**src/rtl/bip_pkg.sv**
```systemverilog
// Shared definitions for the BIP control unit: opcode map, accumulator mux
// encodings, sequencer states and the decoder output bundle.
package bip_pkg;

  localparam int OPW = 5;

  localparam logic [OPW-1:0] OPC_HLT  = 5'b00000;
  localparam logic [OPW-1:0] OPC_STO  = 5'b00001;
  localparam logic [OPW-1:0] OPC_LD   = 5'b00010;
  localparam logic [OPW-1:0] OPC_LDI  = 5'b00011;
  localparam logic [OPW-1:0] OPC_ADD  = 5'b00100;
  localparam logic [OPW-1:0] OPC_ADDI = 5'b00101;
  localparam logic [OPW-1:0] OPC_SUB  = 5'b00110;
  localparam logic [OPW-1:0] OPC_SUBI = 5'b00111;
  localparam logic [OPW-1:0] OPC_JMP  = 5'b01000;
  localparam logic [OPW-1:0] OPC_BEQ  = 5'b01001;
  localparam logic [OPW-1:0] OPC_BNE  = 5'b01010;
  localparam logic [OPW-1:0] OPC_OUT  = 5'b01011;

  localparam logic [1:0] SELA_RAM = 2'b00;
  localparam logic [1:0] SELA_IMM = 2'b01;
  localparam logic [1:0] SELA_ALU = 2'b10;

  typedef enum logic [1:0] {
    ST_IDLE = 2'b00,
    ST_RUN  = 2'b01,
    ST_HALT = 2'b10
  } state_t;

  typedef struct packed {
    logic [1:0] sel_a;
    logic       sel_b;
    logic       wr_acc;
    logic       op;
    logic       wr_ram;
    logic       rd_ram;
    logic       is_out;
    logic       is_jmp;
    logic       is_beq;
    logic       is_bne;
    logic       is_hlt;
  } dec_t;

endpackage

```
**src/rtl/bip_control_unit_if.sv**
```systemverilog
// Bus between the control unit and its neighbours (program memory,
// datapath, UART TX). master = control unit side, slave = environment side.
//   start_bip, op_code, operand, acc_zero, uart_ready : into the control unit
//   addr, sel_a, sel_b, wr_acc, op, wr_ram, rd_ram,
//   wr_uart, halted, cycle_count                      : out of the control unit
interface bip_control_unit_if
  import bip_pkg::*;
#(
  parameter int AB = 11,
  parameter int OB = 11,
  parameter int CW = 16
);
  logic           start_bip;
  logic [OPW-1:0] op_code;
  logic [OB-1:0]  operand;
  logic           acc_zero;
  logic           uart_ready;
  logic [AB-1:0]  addr;
  logic [1:0]     sel_a;
  logic           sel_b;
  logic           wr_acc;
  logic           op;
  logic           wr_ram;
  logic           rd_ram;
  logic           wr_uart;
  logic           halted;
  logic [CW-1:0]  cycle_count;

  modport master (
    input  start_bip, op_code, operand, acc_zero, uart_ready,
    output addr, sel_a, sel_b, wr_acc, op, wr_ram, rd_ram, wr_uart,
           halted, cycle_count
  );

  modport slave (
    output start_bip, op_code, operand, acc_zero, uart_ready,
    input  addr, sel_a, sel_b, wr_acc, op, wr_ram, rd_ram, wr_uart,
           halted, cycle_count
  );
endinterface

```
**src/rtl/bip_instr_decoder.sv**
```systemverilog
// Purely combinational opcode decoder.
//   op_code : 5-bit opcode of the instruction at the current PC
//   dec     : datapath controls plus flow-control flags (is_out/jmp/beq/bne/hlt)
// Unlisted opcodes decode as NOP (everything 0).
module bip_instr_decoder
  import bip_pkg::*;
(
  input  logic [OPW-1:0] op_code,
  output dec_t           dec
);

  always_comb begin
    dec = '0;
    case (op_code)
      OPC_HLT:  dec.is_hlt = 1'b1;
      OPC_STO:  dec.wr_ram = 1'b1;
      OPC_LD: begin
        dec.sel_a  = SELA_RAM;
        dec.rd_ram = 1'b1;
        dec.wr_acc = 1'b1;
      end
      OPC_LDI: begin
        dec.sel_a  = SELA_IMM;
        dec.wr_acc = 1'b1;
      end
      OPC_ADD, OPC_SUB: begin
        dec.sel_a  = SELA_ALU;
        dec.sel_b  = 1'b0;
        dec.op     = (op_code == OPC_SUB);
        dec.rd_ram = 1'b1;
        dec.wr_acc = 1'b1;
      end
      OPC_ADDI, OPC_SUBI: begin
        dec.sel_a  = SELA_ALU;
        dec.sel_b  = 1'b1;
        dec.op     = (op_code == OPC_SUBI);
        dec.wr_acc = 1'b1;
      end
      OPC_JMP: dec.is_jmp = 1'b1;
      OPC_BEQ: dec.is_beq = 1'b1;
      OPC_BNE: dec.is_bne = 1'b1;
      OPC_OUT: begin
        dec.is_out = 1'b1;
        dec.rd_ram = 1'b1;
      end
      default: dec = '0;
    endcase
  end

endmodule

```
**src/rtl/bip_control_unit.sv**
```systemverilog
// BIP control unit: program counter, instruction decode and run/halt
// sequencer. One instruction per RUN cycle; controls are combinational from
// op_code so they line up with addr, and the datapath commits on the next edge.
//   clk, rst_n : clock, async active-low reset
//   bus        : master side of bip_control_unit_if (memory/datapath/UART)
// AB = PC width, OB = operand width (OB >= AB), CW = saturating cycle counter.
module bip_control_unit
  import bip_pkg::*;
#(
  parameter int AB = 11,
  parameter int OB = 11,
  parameter int CW = 16
)(
  input  logic                 clk,
  input  logic                 rst_n,
  bip_control_unit_if.master   bus
);

  dec_t          dec;
  state_t        state_q, state_d;
  logic [AB-1:0] pc_q, pc_d, pc_inc, tgt;
  logic [CW-1:0] cc_q, cc_d;
  logic          run;

  bip_instr_decoder u_dec (
    .op_code (bus.op_code),
    .dec     (dec)
  );

  assign run    = (state_q == ST_RUN);
  assign pc_inc = pc_q + AB'(1);          // wraps modulo 2^AB
  assign tgt    = bus.operand[AB-1:0];

  always_ff @(posedge clk or negedge rst_n) begin
    if (!rst_n) begin
      state_q <= ST_IDLE;
      pc_q    <= '0;
      cc_q    <= '0;
    end else begin
      state_q <= state_d;
      pc_q    <= pc_d;
      cc_q    <= cc_d;
    end
  end

  always_comb begin
    state_d = state_q;
    pc_d    = pc_q;
    cc_d    = cc_q;
    case (state_q)
      ST_IDLE, ST_HALT: begin
        // A (re)start always begins a fresh run from address 0.
        if (bus.start_bip) begin
          state_d = ST_RUN;
          pc_d    = '0;
          cc_d    = '0;
        end
      end
      ST_RUN: begin
        // Every RUN cycle counts, including UART stalls and the HLT cycle.
        if (cc_q != '1) cc_d = cc_q + CW'(1);
        pc_d = pc_inc;
        if (dec.is_hlt) begin
          state_d = ST_HALT;
          pc_d    = pc_q;
        end else if (dec.is_jmp) begin
          pc_d = tgt;
        end else if (dec.is_beq && bus.acc_zero) begin
          pc_d = tgt;
        end else if (dec.is_bne && !bus.acc_zero) begin
          pc_d = tgt;
        end else if (dec.is_out && !bus.uart_ready) begin
          // Stall on OUT until the UART takes the byte; the strobe and the
          // PC advance happen in the same cycle, so a strobe never repeats
          // on one address.
          pc_d = pc_q;
        end
      end
      default: state_d = ST_IDLE;
    endcase
  end

  // Controls are gated by RUN so IDLE/HALT (and reset) present all zeros.
  assign bus.addr        = pc_q;
  assign bus.sel_a       = run ? dec.sel_a  : SELA_RAM;
  assign bus.sel_b       = run & dec.sel_b;
  assign bus.wr_acc      = run & dec.wr_acc;
  assign bus.op          = run & dec.op;
  assign bus.wr_ram      = run & dec.wr_ram;
  assign bus.rd_ram      = run & dec.rd_ram;
  assign bus.wr_uart     = run & dec.is_out & bus.uart_ready;
  assign bus.halted      = (state_q == ST_HALT);
  assign bus.cycle_count = cc_q;

endmodule

```
**src/flat_wrapper.sv**
```systemverilog
// flat-port wrapper written by rule: the top's interface ports become plain ports
module bip_control_unit_flat import bip_pkg::*;
#(
  parameter int AB = 11,
  parameter int OB = 11,
  parameter int CW = 16
)
  (clk, rst_n, bus_start_bip, bus_op_code, bus_operand, bus_acc_zero, bus_uart_ready, bus_addr, bus_sel_a, bus_sel_b, bus_wr_acc, bus_op, bus_wr_ram, bus_rd_ram, bus_wr_uart, bus_halted, bus_cycle_count);
  bip_control_unit_if #(.AB(AB), .OB(OB), .CW(CW)) bus_i ();
  input  logic clk;
  input  logic rst_n;
  input wire logic [$bits(bus_i.start_bip)-1:0] bus_start_bip;
  input wire logic [$bits(bus_i.op_code)-1:0] bus_op_code;
  input wire logic [$bits(bus_i.operand)-1:0] bus_operand;
  input wire logic [$bits(bus_i.acc_zero)-1:0] bus_acc_zero;
  input wire logic [$bits(bus_i.uart_ready)-1:0] bus_uart_ready;
  output wire logic [$bits(bus_i.addr)-1:0] bus_addr;
  output wire logic [$bits(bus_i.sel_a)-1:0] bus_sel_a;
  output wire logic [$bits(bus_i.sel_b)-1:0] bus_sel_b;
  output wire logic [$bits(bus_i.wr_acc)-1:0] bus_wr_acc;
  output wire logic [$bits(bus_i.op)-1:0] bus_op;
  output wire logic [$bits(bus_i.wr_ram)-1:0] bus_wr_ram;
  output wire logic [$bits(bus_i.rd_ram)-1:0] bus_rd_ram;
  output wire logic [$bits(bus_i.wr_uart)-1:0] bus_wr_uart;
  output wire logic [$bits(bus_i.halted)-1:0] bus_halted;
  output wire logic [$bits(bus_i.cycle_count)-1:0] bus_cycle_count;
  assign bus_i.start_bip = bus_start_bip;
  assign bus_i.op_code = bus_op_code;
  assign bus_i.operand = bus_operand;
  assign bus_i.acc_zero = bus_acc_zero;
  assign bus_i.uart_ready = bus_uart_ready;
  assign bus_addr = bus_i.addr;
  assign bus_sel_a = bus_i.sel_a;
  assign bus_sel_b = bus_i.sel_b;
  assign bus_wr_acc = bus_i.wr_acc;
  assign bus_op = bus_i.op;
  assign bus_wr_ram = bus_i.wr_ram;
  assign bus_rd_ram = bus_i.rd_ram;
  assign bus_wr_uart = bus_i.wr_uart;
  assign bus_halted = bus_i.halted;
  assign bus_cycle_count = bus_i.cycle_count;
  bip_control_unit #(.AB(AB), .OB(OB), .CW(CW)) u_core (.clk(clk), .rst_n(rst_n), .bus(bus_i));
endmodule
```
**config.mk**
```make
export PLATFORM = sky130hd
export DESIGN_NAME = bip_control_unit_flat
export DESIGN_NICKNAME = d
export VERILOG_FILES = /design/src/rtl/bip_pkg.sv /design/src/rtl/bip_control_unit_if.sv /design/src/rtl/bip_instr_decoder.sv /design/src/rtl/bip_control_unit.sv /design/src/flat_wrapper.sv
export SDC_FILE = /design/constraint.sdc
export NUM_CORES = 1
export LEC_CHECK = 0
export ABC_AREA = 1
export BUFFER_PORTS_ARGS = -buffer_cell sky130_fd_sc_hd__buf_4
export CORE_ASPECT_RATIO = 0.75
export CORE_MARGIN = 4
export CORE_UTILIZATION = 25
export DETAILED_ROUTE_END_ITERATION = 7
export PLACE_DENSITY_LB_ADDON = 0.12
export SLEW_MARGIN = 20
export SYNTH_ARGS = -nofsm -noshare
export SYNTH_HDL_FRONTEND = slang
export SYNTH_SLANG_ARGS = --single-unit
```
**constraint.sdc**
```tcl
create_clock -name clk -period 1.4 [get_ports clk]
set_input_delay 0.07 -clock clk [delete_from_list [all_inputs] [get_ports clk]]
set_output_delay 0.07 -clock clk [all_outputs]
set_load 0.005 [all_outputs]
```
* Word level (Yosys, flattened, before mapping)
Cells that the tools add are included.
** Operators by class
- $add $sub $neg :: 2
- Eq/ne operators :: 19
- Muxes and demuxes :: 25
- Bitwise logic cells :: 7
- Reductions and logical operators :: 17
** Operators by type and width (number)
- $mux W11 :: 6
- $mux W16 :: 2
- $pmux W16 S2 :: 1
- $pmux W11 S2 :: 1
- $eq A5 B3 Y1 const B :: 4
- $eq A5 B4 Y1 const B :: 4
- $add A16 B1 Y16 const B :: 1
- $ne A16 B16 Y1 const B :: 1
- $add A11 B1 Y11 const B :: 1
- $eq A5 B2 Y1 const B :: 2
- $mux W1 :: 9
- $pmux W2 S2 :: 2
- $reduce_or A4 Y1 :: 2
- $and A1 B1 Y1 :: 7
- $mux W2 :: 3
- $ne A2 B2 Y1 const B :: 3
- $reduce_or A2 Y1 :: 3
- $reduce_or A6 Y1 :: 1
- $eq A5 B1 Y1 const B :: 1
- $logic_not A5 Y1 :: 1
- $ne A5 B4 Y1 const B :: 1
- $reduce_and A4 Y1 :: 1
- $logic_and A1 B1 Y1 :: 3
- $reduce_and A3 Y1 :: 1
- 8 further kinds :: 9
** Storage, ports and cells
- Bits in registers :: 29
- Input port bits :: 21
- Output and inout port bits :: 36
- Logic and storage cells :: 73

* Logic depth before layout (Yosys ltp)
- Word-level depth :: 9
- Gate-level depth with buffers :: 10
- Gate-level depth less buffers :: 9

* Cells and area by module
A second synthesis with hierarchy kept.
** Second synthesis, totals
- Cells, all modules :: 323
- Area total of the unflattened synthesis :: 2153.3 um^2
** Modules (own cells, without submodules)
- bip_control_unit :: instances 1, cells an instance 292, area an instance 2001.9 um^2, sequential area each 725.7 um^2
- bip_instr_decoder :: instances 1, cells an instance 31, area an instance 151.4 um^2, sequential area each 0.0 um^2

* Least setup slack after synthesis
OpenSTA, ideal clock, no wires.
- Path type :: flip-flop to flip-flop
- Start point :: register u_core.cc_q[0], in the netlist u_core.bus.cycle_count[0]
- End point :: register u_core.cc_q[7], in the netlist u_core.bus.cycle_count[7]
- Arrival time :: 1.396 ns
- Path slack :: -0.112 ns
- Stages on the path, launching flop included :: 10
- Buffers on the path :: 1
- Period minus slack after synthesis :: 1.512 ns
- Cells stage by stage :: dfrtp_1 ha_1 nand3_4 nor2_4 nand2_1 nor2_2 nor2_2 buf_6 nand2_1 nand2_1
** Between the ends
- Cells in the longest elaborated chain, start to end :: 3
- Elaborated cells between the ends (all ways) :: 6
- Classes of those cells :: 1 x add/sub; 2 x eq/ne; 2 x mux; 1 x reduce/logical
** RTL lines
- start, declared :: line bip_control_unit.sv:22 : logic [CW-1:0] cc_q, cc_d;
- start signal, assigned :: line bip_control_unit.sv:38 : cc_q <= '0;
- start signal, assigned :: line bip_control_unit.sv:42 : cc_q <= cc_d;
- $add A16 B1 Y16 / $ne A16 B16 Y1 (equally long branches) :: line bip_control_unit.sv:61 : if (cc_q != '1) cc_d = cc_q + CW'(1);
- $mux W16 / $ne A2 B2 Y1 (equally long branches)
- $pmux W16 S2 / $reduce_and A3 Y1 (equally long branches)
Parallel ways exist; a longest one is shown, timed or not. The select of a mux whose other input is x is not followed.
A chain may end at the register's enable or synchronous reset.

* Worst setup path in the final report
- Start point :: register u_core.state_q[0]
- End point :: output bus_rd_ram
** Between the ends
- Cells in the longest elaborated chain, start to end :: 2
** RTL lines
- start, declared :: line bip_control_unit.sv:20 : state_t state_q, state_d;
- start signal, assigned :: line bip_control_unit.sv:40 : state_q <= state_d;
- $eq A2 B1 Y1 :: line bip_control_unit.sv:30 : assign run = (state_q == ST_RUN);
- $and A1 B1 Y1 :: line bip_control_unit.sv:90 : assign bus.rd_ram = run & dec.rd_ram;
- end, declared :: line flat_wrapper.sv:23 : output wire logic [$bits(bus_i.rd_ram)-1:0] bus_rd_ram;
Every way passes these cells.

==> impl_summary.log <==
INFO  metric use_met1 = 0.218
INFO  metric die-width = 115 um
INFO  metric required = 1.33 ns
INFO  metric h_tree_level_count = 2
INFO  metric die_area = 0.0101 sq mm
INFO  metric upper_clock_frequency_limit = 0.683 GHz
INFO  metric yosys_synthesis_warning_count = 0
INFO  metric busiest_layer = met1
INFO  metric dr.first_iter.drc_count = 116
INFO  metric whs = 0.125 ns
INFO  metric drt_wl_cell = 13.1 um
INFO  metric hold_path_end = u_core.state_q[1]
INFO  metric failing_checks = setup timing
INFO  metric area_delta_synth_final = 63.1%
INFO  metric ys_seq_area_frac = 0.338
INFO  metric timing.final.crit_share = 1.05
INFO  metric yosys_most_used_dff = sky130_fd_sc_hd__dfrtp_1
INFO  metric synthesis_stage_register_bit_count = 29
INFO  metric start_kind = register
INFO  metric gp_congestion = 0.829
INFO  metric grt_start_max_net_pins = 30
INFO  metric placeableCoreArea = 0.00813 sq mm
INFO  metric skew = 0.00912 ns
INFO  metric global_route_congestion_overflow_total = 0
INFO  metric rsz0062_at_grt = yes
INFO  metric grt_first_pass_wirelength = 11300 um
INFO  metric final_critical_path_setup_slack = -0.0644 ns
INFO  metric initial_utilization = 0.264
INFO  metric synth.most_common_cell = sky130_fd_sc_hd__nand2_1
INFO  metric least_margin_pin_slew = 0.409 ns
INFO  metric maximum_clock_path_buffer_count = 2
INFO  metric timing.setup.tns = -0.164 ns
INFO  metric rr_endpoint = u_core.bus.cycle_count[0]
INFO  metric synth_enable_flop_cells = 0
INFO  metric cts_sinks = 29
INFO  metric power = 5810 uW
INFO  metric num_vias = 2485
INFO  metric finish.net_count = 470
INFO  metric timing.final.setup_violations = 6
INFO  metric hold_class = in -> reg
INFO  metric netlist_area = 0.00215 sq mm
INFO  metric postSynthAreaPerCell = 6.60 sq um
INFO  metric hold_depth = 4
INFO  metric num_rows = 28
INFO  metric rr_startpoint = u_core.bus.cycle_count[4]
INFO  metric worst-setup-path-type = reg -> out
INFO  metric num_io_pins = 57
INFO  metric tritoncts = done
INFO  metric clk_pin_slew = 0.06 ns
INFO  metric yosysUniqueCellTypes = 24
INFO  metric share_of_layout_cells_above_drive_strength_1 = 0.440
INFO  metric die_h = 88.2 um
INFO  metric worst-path-max-fanout = 6
INFO  metric synth_nets = 348
INFO  metric drt-pass1-iter-count = 4
INFO  metric ant_nets = 0
INFO  metric timing.reg2reg.setup_slack = 0.01 ns
INFO  metric cp.arrival = 1.39 ns
INFO  metric grt_antenna_before_repair = 0
INFO  metric status = finished, violations left
INFO  metric leading_cell_types_by_total_area_after_synthesis = sky130_fd_sc_hd__dfrtp_1 34%, sky130_fd_sc_hd__nand2_1 18%, sky130_fd_sc_hd__nand3_1 10%
INFO  metric grt_util_all_layers = 0.141
INFO  metric antennaDiodeCount = 0
INFO  metric hold_viol = 0
INFO  metric post-synth-top-area-cell = sky130_fd_sc_hd__dfrtp_1
INFO  metric p_per_area = 1660 mW/mm^2
INFO  metric finalWorstPathRequiredPeriod = 1.46 ns
INFO  metric share_of_flip_flops_with_an_asynchronous_set_or_reset = 1.00
INFO  metric maxCapViolCount = 0
INFO  metric final_hpwl_from_detailed_placement = 5370 um
INFO  metric worst_setup_path_end_kind = primary output
INFO  metric timing.max_slew.rel_slack = 0.727
INFO  metric n_fill_cell = 879
INFO  metric use_met3 = 0.0273
INFO  metric max-vdd-ir-drop = 0.738 mV
INFO  metric clkLatencyLatePin = 0.27 ns
INFO  metric post-synth-top-area-fraction = 0.338
INFO  metric ctsRootBufferMaster = sky130_fd_sc_hd__clkbuf_16
INFO  metric finalMaxSlewViolations = 0
INFO  metric pre_cts_ws = -0.0999 ns
INFO  metric drc = 0
INFO  metric synth_cells = 325
INFO  metric cellLeakagePower = 0.00180 uW
INFO  metric numPortBuffers = 56
INFO  metric routed_via_density = 4.49
INFO  metric gr-usage-met2 = 0.199
INFO  metric total_cts_buffers = 5
INFO  metric route.final.wire_length = 7250 um
INFO  metric worst_hold_startpoint = bus_op_code[2]
INFO  metric number_of_cell_instances_on_the_worst_register_to_register_path = 9
INFO  metric first_global_vias = 2266
INFO  metric final_util = 0.431
INFO  metric synth.cells.most_frequent = 103 x sky130_fd_sc_hd__nand2_1, 47 x sky130_fd_sc_hd__inv_1, 44 x sky130_fd_sc_hd__nand3_1
==> cell usage in the layout (no fill, tap or decap), drive strengths merged <==
master,count
nor2,42
o22ai,1
dlygate4sd3,2
a21oi,2
clkinv,2
nand2,109
nand3,45
nor3,5
ha,2
or2,1
o21bai,1
o21ai,21
nand4,11
clkinvlp,1
clkbuf,6
inv,47
buf,116
dfrtp,29
xor2,5
==> logic make-up (layout without fill, tap and decap cells) <==
| kind of cell | after synthesis | count (layout) | synth area share |
|---|---|---|---|
| DFF | 29 | 29 | 0.338 |
| and+or+nand+nor | 212 | 213 | 0.440 |
| buffers and inverters | 52 | 174 | 0.101 |
| AOI/OAI and AO/OA | 25 | 25 | 0.0881 |
| adders and majority gates | 2 | 2 | 0.0117 |
| xor gates and xnor gates | 5 | 5 | 0.0204 |
==> per-layer routing <==
metal	vias up	part of all wire	routed length [um]
li1	1288	-	-
met5	-	0	0
met3	8	0.044	319
met2	49	0.42	3060
met4	0	0.015	108
met1	1140	0.52	3770
==> flip-flops by register name, indices dropped and copies added (netlist names) <==
signal / flops
u_core.bus.addr: 11
u_core.bus.cycle_count: 16
u_core.state_q: 2
==> cell type report <==
class                           count  area, sq um  area share
Sequential cell                    29          732       0.209
Tap cell                          105          131      0.0375
Clock inverter                      2         10.0     0.00286
Multi-Input combinational cell    245         1390       0.396
Clock buffer                        6          129      0.0368
Inverter                           48          184      0.0526
Timing Repair Buffer              118          928       0.265
==> power breakdown <==
part | leakage, uW | switching (uW) | total (uW) | internal, uW
Sequential | 0.000375 | 330 | 1470 | 1140
Clock | 0.0000706 | 378 | 1030 | 652
Combinational | 0.00136 | 1680 | 3310 | 1630
Total | 0.00180 | 2390 | 5810 | 3420
==> worst max-delay path by stage <==
stage | start | endpoint | slack (ns)
after floorplan | u_core.bus.cycle_count[1] | u_core.bus.cycle_count[7] | 0.000006
after global placement | u_core.bus.cycle_count[2] | u_core.bus.cycle_count[13] | -0.11
after detailed placement | u_core.bus.cycle_count[2] | u_core.bus.cycle_count[13] | -0.1
after CTS | u_core.state_q[0] | bus_rd_ram | -0.08
after global routing | u_core.state_q[0] | bus_rd_ram | -0.14
final | u_core.state_q[0] | bus_rd_ram | -0.06
==> metrics by stage <==
step	instance area (sq um)	instances
after floorplan	2160	325
after global placement	2970	522
after detailed placement	2970	522
after CTS	3260	541
after global routing	3500	553
final	3500	553
==> worst max-delay path, stage by stage, from the launching register on <==
cell,delay [ns]
sky130_fd_sc_hd__dfrtp_1,0.35
sky130_fd_sc_hd__inv_2,0.06
sky130_fd_sc_hd__nor2_4,0.21
sky130_fd_sc_hd__nand3_2,0.13
sky130_fd_sc_hd__inv_2,0.08
sky130_fd_sc_hd__a21oi_2,0.04
sky130_fd_sc_hd__o21ai_1,0.14
sky130_fd_sc_hd__buf_4,0.13
==> timing repair <==
item                                   in CTS  in global routing
buffers inserted                            9                 12
hold buffers                                2                  0
pin swaps                                   6                 21
endpoints found under the hold margin      30                  0
gates resized for setup                    22                 45
setup endpoints to repair                  19                 32
gates cloned                                0                  1
(Power assumes the default switching activity.)
